### config.mk
export PLATFORM = sky130hd
export DESIGN_NAME = pipe_stage_reg
export DESIGN_NICKNAME = d
export VERILOG_FILES = /design/src/rtl/pipe_pkg.sv /design/src/rtl/pipe_slot.sv /design/src/rtl/pipe_stage_reg.sv
export SDC_FILE = /design/constraint.sdc
export NUM_CORES = 1
export LEC_CHECK = 0
export BUFFER_PORTS_ARGS = -buffer_cell sky130_fd_sc_hd__buf_2
export CAP_MARGIN = 5
export CORE_ASPECT_RATIO = 0.6
export CORE_UTILIZATION = 30
export DETAILED_ROUTE_END_ITERATION = 10
export GPL_TIMING_DRIVEN = 0
export MAX_ROUTING_LAYER = met4
export PLACE_DENSITY = 0.61
export REMOVE_ABC_BUFFERS = 1
export SETUP_SLACK_MARGIN = 0.02
export SLEW_MARGIN = 10
export SYNTH_ARGS = -nofsm -noshare
export SYNTH_HDL_FRONTEND = slang
export SYNTH_SLANG_ARGS = --single-unit
### constraint.sdc
create_clock -name clk -period 7.25 [get_ports clk]
set_input_delay 0.725 -clock clk [delete_from_list [all_inputs] [get_ports clk]]
set_output_delay 0.725 -clock clk [all_outputs]
set_load 0.03 [all_outputs]
### src/rtl/pipe_pkg.sv
// Shared constants and types for the pipeline stage register: default widths,
// control-bit positions and the per-slot operation encoding.
package pipe_pkg;

  localparam int DATA_W_DEF = 64;
  localparam int CTRL_W_DEF = 10;
  localparam int SKID_DEF   = 1;

  localparam int IDX_BRANCH   = 0;
  localparam int IDX_MEMREAD  = 1;
  localparam int IDX_MEMTOREG = 2;
  localparam int IDX_MEMWRITE = 3;
  localparam int IDX_REGWRITE = 4;
  localparam int IDX_ALUSRC   = 5;
  localparam int IDX_ALUOP0   = 6;
  localparam int IDX_ALUOP1   = 7;
  localparam int IDX_JUMP     = 8;
  localparam int IDX_HALT     = 9;

  typedef enum logic [1:0] {
    SLOT_HOLD  = 2'd0,
    SLOT_LOAD  = 2'd1,
    SLOT_CLEAR = 2'd2
  } slot_op_e;

  function automatic logic [1:0] entry_count(input logic a, input logic b);
    return {1'b0, a} + {1'b0, b};
  endfunction

endpackage

### src/rtl/pipe_slot.sv
// One pipeline entry: valid flag plus data and control payload.
// Clearing drops the valid bit and zeroes control so a dead entry has no side effects.
module pipe_slot
  import pipe_pkg::*;
#(
  parameter int DATA_W = DATA_W_DEF,
  parameter int CTRL_W = CTRL_W_DEF
) (
  input  logic              clk,
  input  logic              reset,
  input  slot_op_e          op,
  input  logic [DATA_W-1:0] load_data,
  input  logic [CTRL_W-1:0] load_ctrl,
  output logic              valid,
  output logic [DATA_W-1:0] data,
  output logic [CTRL_W-1:0] ctrl
);

  always_ff @(posedge clk or negedge reset) begin
    if (!reset) begin
      valid <= 1'b0;
      data  <= '0;
      ctrl  <= '0;
    end else begin
      case (op)
        SLOT_LOAD: begin
          valid <= 1'b1;
          data  <= load_data;
          ctrl  <= load_ctrl;
        end
        SLOT_CLEAR: begin
          valid <= 1'b0;
          ctrl  <= '0;
        end
        default: ;
      endcase
    end
  end

endmodule

### src/rtl/pipe_stage_reg.sv
// Valid/ready pipeline stage register with optional 2-entry skid buffer,
// hazard stall and top-priority flush.
module pipe_stage_reg
  import pipe_pkg::*;
#(
  parameter int DATA_W = DATA_W_DEF,
  parameter int CTRL_W = CTRL_W_DEF,
  parameter int SKID   = SKID_DEF
) (
  input  logic              clk,
  input  logic              reset,
  input  logic              in_valid,
  output logic              in_ready,
  input  logic [DATA_W-1:0] in_data,
  input  logic [CTRL_W-1:0] in_ctrl,
  output logic              out_valid,
  input  logic              out_ready,
  output logic [DATA_W-1:0] out_data,
  output logic [CTRL_W-1:0] out_ctrl,
  input  logic              stall,
  input  logic              flush,
  output logic [1:0]        count
);

  logic              main_valid;
  logic [DATA_W-1:0] main_data;
  logic [CTRL_W-1:0] main_ctrl;
  logic              skid_valid;
  logic [DATA_W-1:0] skid_data;
  logic [CTRL_W-1:0] skid_ctrl;

  slot_op_e          main_op;
  slot_op_e          skid_op;
  logic [DATA_W-1:0] main_src_data;
  logic [CTRL_W-1:0] main_src_ctrl;
  logic              in_xfer;
  logic              out_xfer;

  assign out_xfer = main_valid & out_ready & ~stall;
  assign in_xfer  = in_valid & in_ready;

  // The skid entry only fills while main is held, and always drains into main
  // first, which keeps FIFO order. Without a skid entry skid_valid is tied low.
  always_comb begin
    main_op       = SLOT_HOLD;
    skid_op       = SLOT_HOLD;
    main_src_data = in_data;
    main_src_ctrl = in_ctrl;
    if (flush) begin
      main_op = SLOT_CLEAR;
      skid_op = SLOT_CLEAR;
    end else if (out_xfer) begin
      if (skid_valid) begin
        main_op       = SLOT_LOAD;
        main_src_data = skid_data;
        main_src_ctrl = skid_ctrl;
        skid_op       = SLOT_CLEAR;
      end else if (in_xfer) begin
        main_op = SLOT_LOAD;
      end else begin
        main_op = SLOT_CLEAR;
      end
    end else if (in_xfer) begin
      if (main_valid) skid_op = SLOT_LOAD;
      else            main_op = SLOT_LOAD;
    end
  end

  pipe_slot #(.DATA_W(DATA_W), .CTRL_W(CTRL_W)) u_main (
    .clk       (clk),
    .reset     (reset),
    .op        (main_op),
    .load_data (main_src_data),
    .load_ctrl (main_src_ctrl),
    .valid     (main_valid),
    .data      (main_data),
    .ctrl      (main_ctrl)
  );

  generate
    if (SKID != 0) begin : g_skid
      logic ready_q;

      pipe_slot #(.DATA_W(DATA_W), .CTRL_W(CTRL_W)) u_skid (
        .clk       (clk),
        .reset     (reset),
        .op        (skid_op),
        .load_data (in_data),
        .load_ctrl (in_ctrl),
        .valid     (skid_valid),
        .data      (skid_data),
        .ctrl      (skid_ctrl)
      );

      // Registered ready mirrors the next skid-empty state; held low in reset.
      always_ff @(posedge clk or negedge reset) begin
        if (!reset) begin
          ready_q <= 1'b0;
        end else begin
          case (skid_op)
            SLOT_LOAD:  ready_q <= 1'b0;
            SLOT_CLEAR: ready_q <= 1'b1;
            default:    ready_q <= ~skid_valid;
          endcase
        end
      end

      assign in_ready = ready_q;
    end else begin : g_single
      assign skid_valid = 1'b0;
      assign skid_data  = '0;
      assign skid_ctrl  = '0;
      assign in_ready   = ~main_valid | (out_ready & ~stall);
    end
  endgenerate

  assign out_valid = main_valid;
  assign out_data  = main_data;
  assign out_ctrl  = main_valid ? main_ctrl : '0;
  assign count     = entry_count(main_valid, skid_valid);

endmodule

Yosys cells after proc, flatten, opt, wreduce, memory -nomap -nowiden
Index checks and enable logic that the tools add are counted.

operators by class
  bitwise logic cells = 5
  reductions and logical operators = 2
  add/sub/neg operators = 1
  equality and inequality tests = 4
  muxes and demuxes = 23

operators with widths
  cell                                                              count
  64-bit 2-to-1 mux                                                 3
  10-bit 2-to-1 mux                                                 4
  10-bit case mux with 2 select lines                               2
  2-bit 2-to-1 mux                                                  7
  1-bit case mux with 2 select lines                                3
  2-bit by 1-bit == test with 1-bit output (second input constant)  2
  2-bit == test (second input constant)                             2
  1-bit 2-to-1 mux                                                  4
  2-bit nonzero test                                                2
  1-bit AND                                                         3
  1-bit by 1-bit adder with 2-bit output                            1
  1-bit inverter                                                    2

word-level totals
  input bits = 80
  register bits after elaboration = 151
  logic and storage cells = 42

Depth between registers and ports, before layout
Gate-level depths: netlist of the first run.

  depth after elaboration = 7
  depth in mapped cells = 9
  depth with buffers taken out = 6

Cells and area by module
From an unflattened synthesis of the first run, not the netlist that was laid out.

unflattened totals
  cell total of the unflattened synthesis = 480
  area total of the unflattened synthesis = 7687.4 um^2

by module, submodules not included
  module                      instances  area an instance (um^2)  seq. area each (um^2)  cells each
  pipe_slot at g_skid.u_skid  1          3171.8                   1876.8                 185
  pipe_slot at u_main         1          3166.8                   1876.8                 185
  pipe_stage_reg              1          1348.8                   25.0                   110

Worst setup path after synthesis of the first run
OpenSTA, ideal clock, no wires.

  kind = in2reg
  start point = in stall
  end point = reg u_main.ctrl[9]
  required time = 7.124 ns
  stages on the path = 7
  path slack = 4.827 ns
  setup time = 0.126 ns
  arrival time = 2.297 ns
  cell sequence = nand3b_1 > o22ai_1 > nand2b_1 > ha_1 > buf_1 > nor3b_1 > a221o_1

between the ends
  longest elaborated chain between the ends = 6
  elaborated cells between the ends (all ways) = 10
  classes of those cells = eq/ne (2); mux (5); bitwise (2); reduce/logical (1)

RTL lines
  what                                                                              line                  source
  start: declaration                                                                pipe_stage_reg.sv:20  input logic stall,
  1-bit inverter *                                                                  pipe_stage_reg.sv:39  assign out_xfer = main_valid & out_ready & ~stall;
  1-bit AND *                                                                       pipe_stage_reg.sv:39
  2-bit 2-to-1 mux                                                                  pipe_stage_reg.sv:52  end else if (out_xfer) begin
  2-bit 2-to-1 mux                                                                  pipe_stage_reg.sv:49  if (flush) begin
  2-bit == test / 2-bit by 1-bit == test with 1-bit output (equally long branches)  pipe_slot.sv:25       case (op)
  10-bit case mux with 2 select lines / 2-bit nonzero test (equally long branches)  -
  end signal: assignment                                                            pipe_slot.sv:29       ctrl <= load_ctrl;
  end: declaration                                                                  pipe_slot.sv:16       output logic [CTRL_W-1:0] ctrl

Every way passes the cells marked *; elsewhere a longest branch is shown, timed or not.
A chain may end at the register's enable or synchronous reset.

Worst setup path in the final report of the first run
  start point = reg g_skid.u_skid.valid
  end point = reg g_skid.u_skid.data[18]

between the ends
  longest elaborated chain between the ends = 4

RTL lines
  what                                      line                  source
  start: declaration                        pipe_slot.sv:14       output logic valid,
  start signal: assignment                  pipe_slot.sv:21       valid <= 1'b0;
  start signal: assignment                  pipe_slot.sv:27       valid <= 1'b1;
  start signal: assignment                  pipe_slot.sv:32       valid <= 1'b0;
  2-bit 2-to-1 mux                          pipe_stage_reg.sv:53  if (skid_valid) begin
  2-bit 2-to-1 mux                          pipe_stage_reg.sv:52
  2-bit 2-to-1 mux                          pipe_stage_reg.sv:49
  2-bit by 1-bit == test with 1-bit output  pipe_slot.sv:25
  end signal: assignment                    pipe_slot.sv:28       data <= load_data;
  end: declaration                          pipe_slot.sv:15       output logic [DATA_W-1:0] data,

No other way between the ends.

==> results of run 1 <==
[cells in the mapped netlist (11+ instances only)]
master | count | area (um2)
a31oi_1 | 64 | 400
buf_2 | 16 | 80.1
clkbuf_1 | 34 | 128
dfrtp_1 | 151 | 3780
mux2_2 | 61 | 687
nand2_1 | 11 | 41.3
nand3_1 | 64 | 320
nor2_1 | 65 | 244
nor3b_1 | 11 | 82.6
o21ai_0 | 30 | 150
o21ai_1 | 34 | 170
[final timing paths]
kind / startpoint / to / slack [ns] / cells past startpoint
worst max-delay path: g_skid.u_skid.valid / g_skid.u_skid.data[18] / 4.07 / 7
worst max register to register: g_skid.u_skid.valid / g_skid.u_skid.data[18] / 4.07 / 7
min in group clk: g_skid.u_skid.ctrl[8] / g_skid.u_skid.ctrl[8] / 0.47 / 2
worst min register to register: g_skid.u_skid.ctrl[8] / g_skid.u_skid.ctrl[8] / 0.47 / 2
max in group asynchronous: reset / u_main.data[52] / 6.19 / 2
worst min-delay path: reset / u_main.data[34] / 0.25 / 1
[worst reg2reg max path: stages (launching register included)]
cell and delay (ns):
dfrtp_4 0.70, buf_12 0.29, inv_4 0.58, o21bai_2 0.19, inv_1 0.13, ha_4 0.47
buf_12 0.30, mux2_2 0.40
[metrics by stage]
step / cells / instance area, um2 / utilization (%) / hold WS (ns)
after floorplan: 568 / 6550 / - / 0.429
final: 1071 / 8520 / 38.5 / 0.250
after global routing: 1071 / 8520 / 38.5 / 0.282
after CTS: 1070 / 8520 / 38.5 / 0.279
after detailed placement: 1039 / 7910 / 35.8 / 0.458
after global placement: 1033 / 7720 / 34.9 / 0.455
[power groups by stage]
stage	clock network, uW	logic, uW	registers [uW]
after floorplan	0	528	1820
after global placement	0	1270	1500
after detailed placement	0	1330	1490
after CTS	946	1330	1480
after global routing	982	1420	1540
final	923	1310	1480
[state kept, by name, summed over array words and instances, names as in the netlist]
signal / flops
u_main.ctrl: 10
g_skid.u_skid.ctrl: 10
in_ready: 1
g_skid.u_skid.valid: 1
u_main.valid: 1
u_main.data: 64
g_skid.u_skid.data: 64
[logic make-up (layout without fill, tap and decap cells)]
family	after synthesis	count (layout)
AOI/OAI and AO/OA	163	163
adders and majority gates	6	6
buffers and inverters	73	207
DFF	151	151
muxes	67	67
other	0	1
and+or+nand+nor	168	168
[routing by layer]
layer | share of wire, % | up-vias
met5 | 0 | -
met4 | 0.77 | 0
met3 | 7.0 | 12
met2 | 42 | 145
met1 | 50 | 2641
li1 | - | 2533
[layout make-up]
| type | instances | area share, % |
|---|---|---|
| Tap cell | 308 | 4.52 |
| Inverter | 13 | 0.602 |
| Antenna cell | 1 | 0.0294 |
| Clock inverter | 8 | 1.41 |
| Timing Repair Buffer | 163 | 10.9 |
| Multi-Input combinational cell | 404 | 32.4 |
| Clock buffer | 23 | 5.73 |
| Sequential cell | 151 | 44.4 |
==> impl_results.md, run 1 <==
* Core area at 22,100 um2
* XOR/XNOR Fraction of Synth Area at 0%
* Internal at 2270 uW
* Synth cell types at 35
* Initial Util at 30.8%
* Via count at 5,331
* Max Cap Viol at 0
* Worst VDD drop at 173 uV
* Kind of critical path: flip-flop to flip-flop
* Residual DRC count at 0
* Bufs on Longest Clock Path at 2
* DR pass1 iterations at 4
* Post-CTS Setup Inserts at 0
* GRT overflow at 0
* Seq/Total Area, Yosys at 55.5%
* Post-synthesis mux area share at 11.0%
* Largest stage delay, worst path at 0.70 ns
* Fin. Hold Viols at 0
* Syn_area_per_cell at 10.8 um2
* Die Span X at 196 um
* Grt peak-use layer: met1
* Crit path cell chain: buf_12 -> inv_4 -> o21bai_2 -> inv_1 -> ha_4 -> buf_12 -> mux2_2
* Initial antenna violation count at 1
* Post-place setup slack at 4.02 ns
* Vias/cell at 4.98
* Die area at 23,300 um2
* Routing usage on met1 at 23.4%
* Setup_tns at 0 ns
* IO Count at 158
* Leak at 0.00366 uW
* Synth Area in Simple Gates at 11.9%
* Mapped cell area at 6810 um2
* Hold Buf Count CTS at 0
* Final worst-path setup slack at 4.07 ns
* Worst Setup End Kind: flip-flop
* Post-synth top flop: dfrtp_1
* #FFs+latches synth at 151
* CTS tree: done
* Worst clock skew at 0.00721 ns
* # nets final at 836
* Post-route ant nets at 0
* Row cnt at 42
* Slew margin rel. at 20.5%
* Routed WL at 18,100 um
* DRT iter0 DRCs at 294
* F_max at 314 MHz
* DP HPWL at 11,300 um
* Multi-input logic area at 2760 um2
* Area taken by flip-flops and latches at 3780 um2
* GR Util met3 at 5.91%
* TritonCTS Buffers at 17
* Status: finished, final reports clean
* I/O Buffers at 157
* Compound-gate portion of the synthesized area at 15.9%
* Power Total at 3720 uW
* Most common cell after layout, fill and taps aside: buf_2
* Worst-path clk slew at 0.06 ns
* Slowest-stage cell, CP: dfrtp_4
* Commonest non-fill, non-tap cells in the layout: buf_2 (156), dfrtp_1 (150), nor2_1 (65)
* Proportion of layout cells with a drive suffix above 1 at 35.6%
* Switch Pwr at 1440 uW
* Sequential share of power at 39.9%
* Comb power frac at 35.3%
* Number of global-route vias before repair at 5,154
* H-tree Lvls at 4
* Met2 global-route usage at 22.5%
* Crit path top cell by count: buf_12
* Main combinational cell family by area after synthesis: compound AO/OA/AOI/OAI gates
* Clock Latency Late Sink at 0.42 ns
* Routed length per instance at 16.9 um
* Ys async rst share at 100%
* Layout area overhead at 25.2%
* First-pass GRT wire length at 29,100 um
* Final slew viol count at 0
* Critical Path RT at 7.56 ns
* Synth warnings at 0
* Power Dens Cells at 436 nW/um2
* Root buffer cell: clkbuf_16
* Synth Instances at 628
* CTS resizes at 0
* CP bufs+invs at 4
* Critical path fanouts, max at 68
* Setup violators final at 0
* Class of the worst hold path: primary input to async pin
* RSZ-0062 raised after global routing: false
* GPL Wtd Cong at 0.700
* Gr usage total at 16.6%
* Startpoint types: flip-flop
* Fin crit period at 3.18 ns
* Fill count at 2,215
* Crit-path leading delay family: buffers and inverters
* Clk pwr share at 24.8%
* Worst-Margin Slew at 1.19 ns
* Worst Path Arrival at 3.48 ns
* EDFF count, synth at 0
* DIE HEIGHT at 119 um
* Clock net sink count at 151
* Fin crit share at 43.9%
* Switch share at 38.8%
* Largest net degree at the start of global routing at 77
* Post-Synth Adder-Cell Area at 1.10%
(Power assumes the default switching activity.)
==> run 2: changes to the inputs <==
ABC_AREA = 1   (was unset)
PLACE_DENSITY = 0.6   (was 0.61)
clock period = 3.1 ns   (was 7.25 ns; I/O delays follow)
==> run 2 against run 1 <==
Count of clock-buffer cells in the layout fell by 2. Final cell count rose by 28%. Non-clock buffer count rose by 4. Combinational power rose by 120%. Global-route usage rose by 0.93 points. First-iteration DRC count rose by 14%. Setup slack got worse by 3.7 ns. Design area rose by 4.6%. Sequential cell count did not move. Die area rose by 5.3%. Core utilization fell by 0.27 points. Sequential share of layout area fell by 1.9 points.
==> impl_results.md, run 2 <==
* Status: finished, final reports clean (unchanged)
* Residual DRC count at 0 (unchanged)
* Routed length per instance at 14.4 um (was 16.9 um)
* Die area at 24,600 um2 (was 23,300 um2)
* Most common cell after layout, fill and taps aside: nand2_1 (was buf_2)
* Post-synth top area cell: dfrtp_1 (unchanged)
* RSZ-0062 raised after global routing: false (unchanged)
* Proportion of layout cells with a drive suffix above 1 at 19.1% (was 35.6%)
* Syn_area_per_cell at 7.76 um2 (was 10.8 um2)
* Slew margin rel. at 51.2% (was 20.5%)
* Synth top area share at 52.7% (was 55.5%)
* Post-synth top flop: dfrtp_1 (unchanged)
* I/O Buffers at 157 (unchanged)
* DIE HEIGHT at 122 um (was 119 um)
* Largest net degree at the start of global routing at 80 (was 77)
* Most frequent cell after synthesis: nand2_1 (was dfrtp_1)
* Fin. Hold Viols at 0 (unchanged)
* Power Dens Cells at 932 nW/um2 (was 436 nW/um2)
* F_max at 362 MHz (was 314 MHz)
* # nets final at 1,134 (was 836)
* Number of global-route vias before repair at 6,050 (was 5,154)
* TritonCTS Buffers at 17 (unchanged)
* #FFs+latches synth at 151 (unchanged)
* IO Count at 158 (unchanged)
* Setup violators final at 0 (unchanged)
* Finished layout cell area at 8910 um2 (was 8520 um2)
* DP Area at 8310 um2 (was 7910 um2)
* Die Span X at 202 um (was 196 um)
* Row cnt at 43 (was 42)
* Worst-Margin Slew at 0.732 ns (was 1.19 ns)
* Layout area overhead at 24.2% (was 25.2%)
* Synth Instances at 924 (was 628)
* Regs by FF count: g_skid.u_skid.data: 64 flops, u_main.data: 64 flops (unchanged)
* Core area at 23,300 um2 (was 22,100 um2)
* Kind of critical path: flip-flop to flip-flop (unchanged)
* Ys async rst share at 100% (unchanged)
* GPL Wtd Cong at 0.741 (was 0.700)
* Bufs on Longest Clock Path at 2 (unchanged)
* Fin crit share at 89.2% (was 43.9%)
* Via count at 6,286 (was 5,331)
* Final worst-path setup slack at 0.334 ns (was 4.07 ns)
* Seq/Total Area, Yosys at 52.7% (was 55.5%)
* DRT iter0 DRCs at 334 (was 294)
* Mapped cell area at 7170 um2 (was 6810 um2)
* Vias/cell at 4.57 (was 4.98)
* Critical Path RT at 3.41 ns (was 7.56 ns)
* Root buffer cell: clkbuf_16 (unchanged)
* Worst VDD drop at 430 uV (was 173 uV)
* DP HPWL at 11,800 um (was 11,300 um)
* H-tree Lvls at 4 (unchanged)
* Post-synth top cells: nand2_1 (301), inv_1 (165), dfrtp_1 (151) (was dfrtp_1 (151), nor2_1 (65), a31oi_1 (64), nand3_1 (64), mux2_2 (61))
* Commonest non-fill, non-tap cells in the layout: nand2_1 (301), inv_1 (165), buf_2 (156) (was buf_2 (156), dfrtp_1 (150), nor2_1 (65))
* Clock Latency Late Sink at 0.43 ns (was 0.42 ns)
* DR pass1 iterations at 5 (was 4)
* Worst clock skew at 0.00780 ns (was 0.00721 ns)
* EDFF count, synth at 0 (unchanged)
* Leak at 0.00489 uW (was 0.00366 uW)
* Final slew viol count at 0 (unchanged)
* Initial antenna violation count at 2 (was 1)
* Post-place setup slack at -0.134 ns (was 4.02 ns)
* Synth cell types at 17 (was 35)
* Routed WL at 19,900 um (was 18,100 um)
* Synth warnings at 0 (unchanged)
* Gr usage total at 17.6% (was 16.6%)
* Worst Setup End Kind: flip-flop (unchanged)
* Class of the worst hold path: primary input to flip-flop (was primary input to async pin)
* CTS tree: done (unchanged)
* Post-route ant nets at 0 (unchanged)
* Top post-synthesis cells by area: dfrtp_1 (53%), nand2_1 (16%), inv_1 (8.6%) (was dfrtp_1 (56%), mux2_2 (10%), a31oi_1 (5.9%))
* Worst Path Arrival at 3.08 ns (was 3.48 ns)
* GRT overflow at 0 (unchanged)
* Initial Util at 30.8% (about the same)
* First-pass GRT wire length at 32,700 um (was 29,100 um)
* Worst-path clk slew at 0.06 ns (about the same)
* Fin crit period at 2.77 ns (was 3.18 ns)
* Max Cap Viol at 0 (unchanged)
* Startpoint types: flip-flop (unchanged)
* Clock net sink count at 151 (unchanged)
* Critical path fanouts, max at 64 (was 68)
[run 2: final cells by class]
cell class	count	area, um2
Fill cell	2405	14400
Multi-Input combinational cell	542	2530
Inverter	169	644
Tap cell	315	394
Clock buffer	21	460
Antenna cell	2	5.00
Sequential cell	151	3780
Timing Repair Buffer	167	991
Clock inverter	9	103
[run 2: cell families after synthesis]
logic type / after synthesis / share of synthesized area, %
compound gates: 78 / 5.62
fa+ha+maj: 6 / 1.05
buf+inv: 231 / 12.7
flops: 151 / 52.7
simple gates: 458 / 27.9
[run 2: path summary, 6_finish.rpt]
kind,start,to,slack (ns),cells after the start
hold reg to reg,u_main.data[62],u_main.data[62],0.47,2
max in group asynchronous,reset,g_skid.u_skid.data[23],1.81,3
setup reg to reg,g_skid.u_skid.valid,u_main.data[22],0.33,10
min in group asynchronous,reset,u_main.data[31],0.46,2
hold / removal,in_data[4],g_skid.u_skid.data[4],0.1,3
setup / recovery,g_skid.u_skid.valid,u_main.data[22],0.33,10
[run 2: power by group]
part / internal [uW] / switching, uW
logic: 841 / 2070
registers: 2880 / 464
clock network: 1210 / 830
[run 2: repair_timing]
| action | in CTS | in global routing |
|---|---|---|
| gates cloned | 0 | 0 |
| buffers inserted | 0 | 2 |
| resized for setup | 2 | 1 |
| endpoints found under the hold margin | 72 | 0 |
| setup endpoints to repair | 74 | 123 |
| pin swaps | 0 | 1 |
| hold buffers | 1 | 0 |
[run 2: stage by stage]
step | power, uW | setup TNS, ns | cells | hold WS, ns | util, %
floorplan | 5240 | -217.58 | 862 | 0.0144 | -
detailed placement | 6300 | -1.26 | 1341 | 0.327 | 35.7
global route | 8870 | 0 | 1376 | 0.0893 | 38.3
CTS | 8380 | 0 | 1372 | 0.0756 | 38.1
global placement | 6200 | -772.09 | 1334 | 0.457 | 34.7
finish | 8300 | 0 | 1376 | 0.0998 | 38.3
[run 2: critical path, cell delays in order, from the launching register on]
cell and delay, ns:
dfrtp_4 0.77, buf_12 0.30, inv_1 0.09, nand3_1 0.08, nand2_1 0.08, nor2_1 0.24
ha_4 0.25, buf_16 0.29, inv_6 0.27, nand2_1 0.14, nand2_1 0.06
[run 2: layer usage]
metal  GRT usage [%]  part of all wire [%]  routed length (um)
met1            24.2                    51               10100
met3            5.06                   6.4                1270
met5               -                     0                   0
met2            25.3                    42                8320
met4            4.36                  0.79                 157
==> run 3: changes to the inputs <==
SETUP_SLACK_MARGIN = 0.5   (was 0.02)
==> run 3 against run 2 <==
Via count grew 0.89%. Die area is the same. Setup slack gained 0.41 ns. Critical endpoint is now u_main.data[40]. Largest power group unchanged. Highest routed layer unchanged.
==> impl_results.md, run 3 (synthesis gave the netlist of run 2 again) <==
* Largest stage delay, worst path at 0.54 ns (was 0.77 ns)
* DP HPWL at 11,800 um (unchanged)
* Post-route ant nets at 0 (unchanged)
* I/O Buffers at 157 (unchanged)
* Status: finished, final reports clean (unchanged)
* Layout area overhead at 25.9% (was 24.2%)
* DR pass1 iterations at 4 (was 5)
* Routed WL at 21,000 um (was 19,900 um)
* Internal at 4990 uW (was 4940 uW)
* Setup violators final at 0 (unchanged)
* Clock net sink count at 151 (unchanged)
* Power Dens Cells at 929 nW/um2 (was 932 nW/um2)
* Most common cell after layout, fill and taps aside: nand2_1 (unchanged)
* Worst Path Arrival at 2.72 ns (was 3.08 ns)
* Core area at 23,300 um2 (unchanged)
* Switch Pwr at 3400 uW (was 3370 uW)
* Residual DRC count at 0 (unchanged)
* Die Span X at 202 um (unchanged)
* Worst hold stages at 3 (unchanged)
* Leak at 0.00494 uW (was 0.00489 uW)
* Bufs on Longest Clock Path at 2 (unchanged)
* RSZ-0062 raised after global routing: false (unchanged)
* Startpoint types: flip-flop (unchanged)
* Kind of critical path: flip-flop to flip-flop (unchanged)
* Sequential share of power at 39.3% (was 40.3%)
* Fill count at 2,392 (was 2,405)
* Row cnt at 43 (unchanged)
* Final slew viol count at 0 (unchanged)
* Power Total at 8390 uW (was 8300 uW)
* Worst VDD drop at 430 uV (about the same)
* Largest net degree at the start of global routing at 80 (unchanged)
* TritonCTS Buffers at 17 (unchanged)
* Worst clock skew at 0.00771 ns (was 0.00780 ns)
* FF-to-FF path depth at 9 (was 10)
* Comb power frac at 36.3% (was 35.1%)
* IO Count at 158 (unchanged)
* Vias/cell at 4.58 (was 4.57)
* Regs by FF count: g_skid.u_skid.data: 64 flops, u_main.data: 64 flops (unchanged)
* # nets final at 1,141 (was 1,134)
* Number of global-route vias before repair at 6,085 (was 6,050)
* Fin crit period at 2.36 ns (was 2.77 ns)
* Crit path cell chain: nand2_1 -> nor2_4 -> buf_4 -> buf_12 -> nand3_4 -> buf_16 -> nand2_1 -> nand3_1 -> nand2_1 (was buf_12 -> inv_1 -> nand3_1 -> nand2_1 -> nor2_1 -> ha_4 -> buf_16 -> inv_6 -> nand2_1 -> nand2_1)
* Worst Setup End Kind: flip-flop (unchanged)
* Slowest-stage cell, CP: dfrtp_2 (was dfrtp_4)
* Initial Util at 30.8% (unchanged)
* DIE HEIGHT at 122 um (unchanged)
* Root buffer cell: clkbuf_16 (unchanged)
* Fin Hold WS at 0.0995 ns (was 0.0998 ns)
* Commonest non-fill, non-tap cells in the layout: nand2_1 (301), inv_1 (165), buf_2 (156) (unchanged)
* First-pass GRT wire length at 33,000 um (was 32,700 um)
* Gr usage total at 17.7% (was 17.6%)
* Critical Path RT at 3.46 ns (was 3.41 ns)
* Worst-path clk slew at 0.06 ns (about the same)
* Initial antenna violation count at 2 (unchanged)
* Proportion of layout cells with a drive suffix above 1 at 19.9% (was 19.1%)
* Post-place setup slack at -0.134 ns (unchanged)
* Clock Latency Late Sink at 0.42 ns (was 0.43 ns)
* Die area at 24,600 um2 (unchanged)
* Switch share at 40.5% (about the same)
* Post-layout util at 38.8% (was 38.3%)
* GPL Wtd Cong at 0.741 (unchanged)
* CTS tree: done (unchanged)
* Crit-path leading delay family: simple AND/OR/NAND/NOR gates (was buffers and inverters)
* GRT overflow at 0 (unchanged)
* Worst-Margin Slew at 0.732 ns (about the same)
* Routed length per instance at 15.2 um (was 14.4 um)
* Fin crit share at 76.1% (was 89.2%)
* Max Cap Viol at 0 (unchanged)
* H-tree Lvls at 4 (unchanged)
* Slew margin rel. at 51.2% (about the same)
* Setup_tns at 0 ns (unchanged)
* Critical path fanouts, max at 49 (was 64)
* Crit path top cell by count: nand2_1 (unchanged)
* Fin. Hold Viols at 0 (unchanged)
* Final worst-path setup slack at 0.740 ns (was 0.334 ns)
* DRT iter0 DRCs at 437 (was 334)
* Clk pwr share at 24.4% (was 24.6%)
* Class of the worst hold path: primary input to flip-flop (unchanged)
* F_max at 424 MHz (was 362 MHz)
* Via count at 6,342 (was 6,286)
* CP bufs+invs at 3 (was 4)
* Levels on crit path at 9 (was 10)
-- run 3: per-layer routing --
metal / vias up / share of wire (%) / GRT usage [%]
met3: 17 / 6.3 / 4.90
met4: 0 / 0.75 / 4.36
met5: - / 0 / -
li1: 3158 / - / -
met2: 167 / 42 / 25.6
met1: 3000 / 51 / 24.5
-- run 3: worst reg2reg max path, delay by kind of cell (launching register included) --
kind / cells / cell delay [ns]
AND/OR/NAND/NOR: 6 / 0.96
buffers and inverters: 3 / 0.80
flip-flops: 1 / 0.54
-- run 3: cell type report --
| type | count | area [um2] | share of cell area (%) |
|---|---|---|---|
| clock buffers | 21 | 460 | 5.10 |
| diodes | 3 | 7.51 | 0.0832 |
| well taps | 315 | 394 | 4.37 |
| inverters | 169 | 647 | 7.17 |
| flip-flops and latches | 151 | 3780 | 41.9 |
| multi-input cells | 542 | 2530 | 28.1 |
| clock inverters | 9 | 103 | 1.14 |
| repair buffers | 174 | 1100 | 12.2 |
-- run 3: final timing paths --
| kind | startpoint | end | slack [ns] |
|---|---|---|---|
| max in group asynchronous | reset | g_skid.u_skid.data[23] | 1.80 |
| min reg2reg | u_main.data[62] | u_main.data[62] | 0.47 |
| min | in_data[4] | g_skid.u_skid.data[4] | 0.1 |
| max reg2reg | u_main.valid | u_main.data[40] | 0.74 |
| min in group asynchronous | reset | u_main.data[31] | 0.46 |
| max | u_main.valid | u_main.data[40] | 0.74 |
-- run 3: metrics by stage --
step,cells,instance area (um2)
after global placement,1334,8080
after detailed placement,1341,8310
after CTS,1376,8950
after global routing,1383,9020
after floorplan,862,6900
final,1384,9030
-- run 3: what timing repair did --
item,4_1_cts,5_1_grt
hold endpoints to repair,72,0
pin swaps,2,1
gates resized for setup,5,2
buffers inserted,4,4
hold buffers,1,0
cloned,0,1
endpoints found under the setup margin,148,123
-- run 3: power groups by stage --
stage / clock, uW / sequential (uW) / combinational [uW]
2_1_floorplan: 0 / 4150 / 1090
3_3_place_gp: 0 / 3410 / 2790
3_5_place_dp: 0 / 3360 / 2930
4_1_cts: 2100 / 3330 / 3000
5_1_grt: 2170 / 3400 / 3380
6_report: 2040 / 3300 / 3050
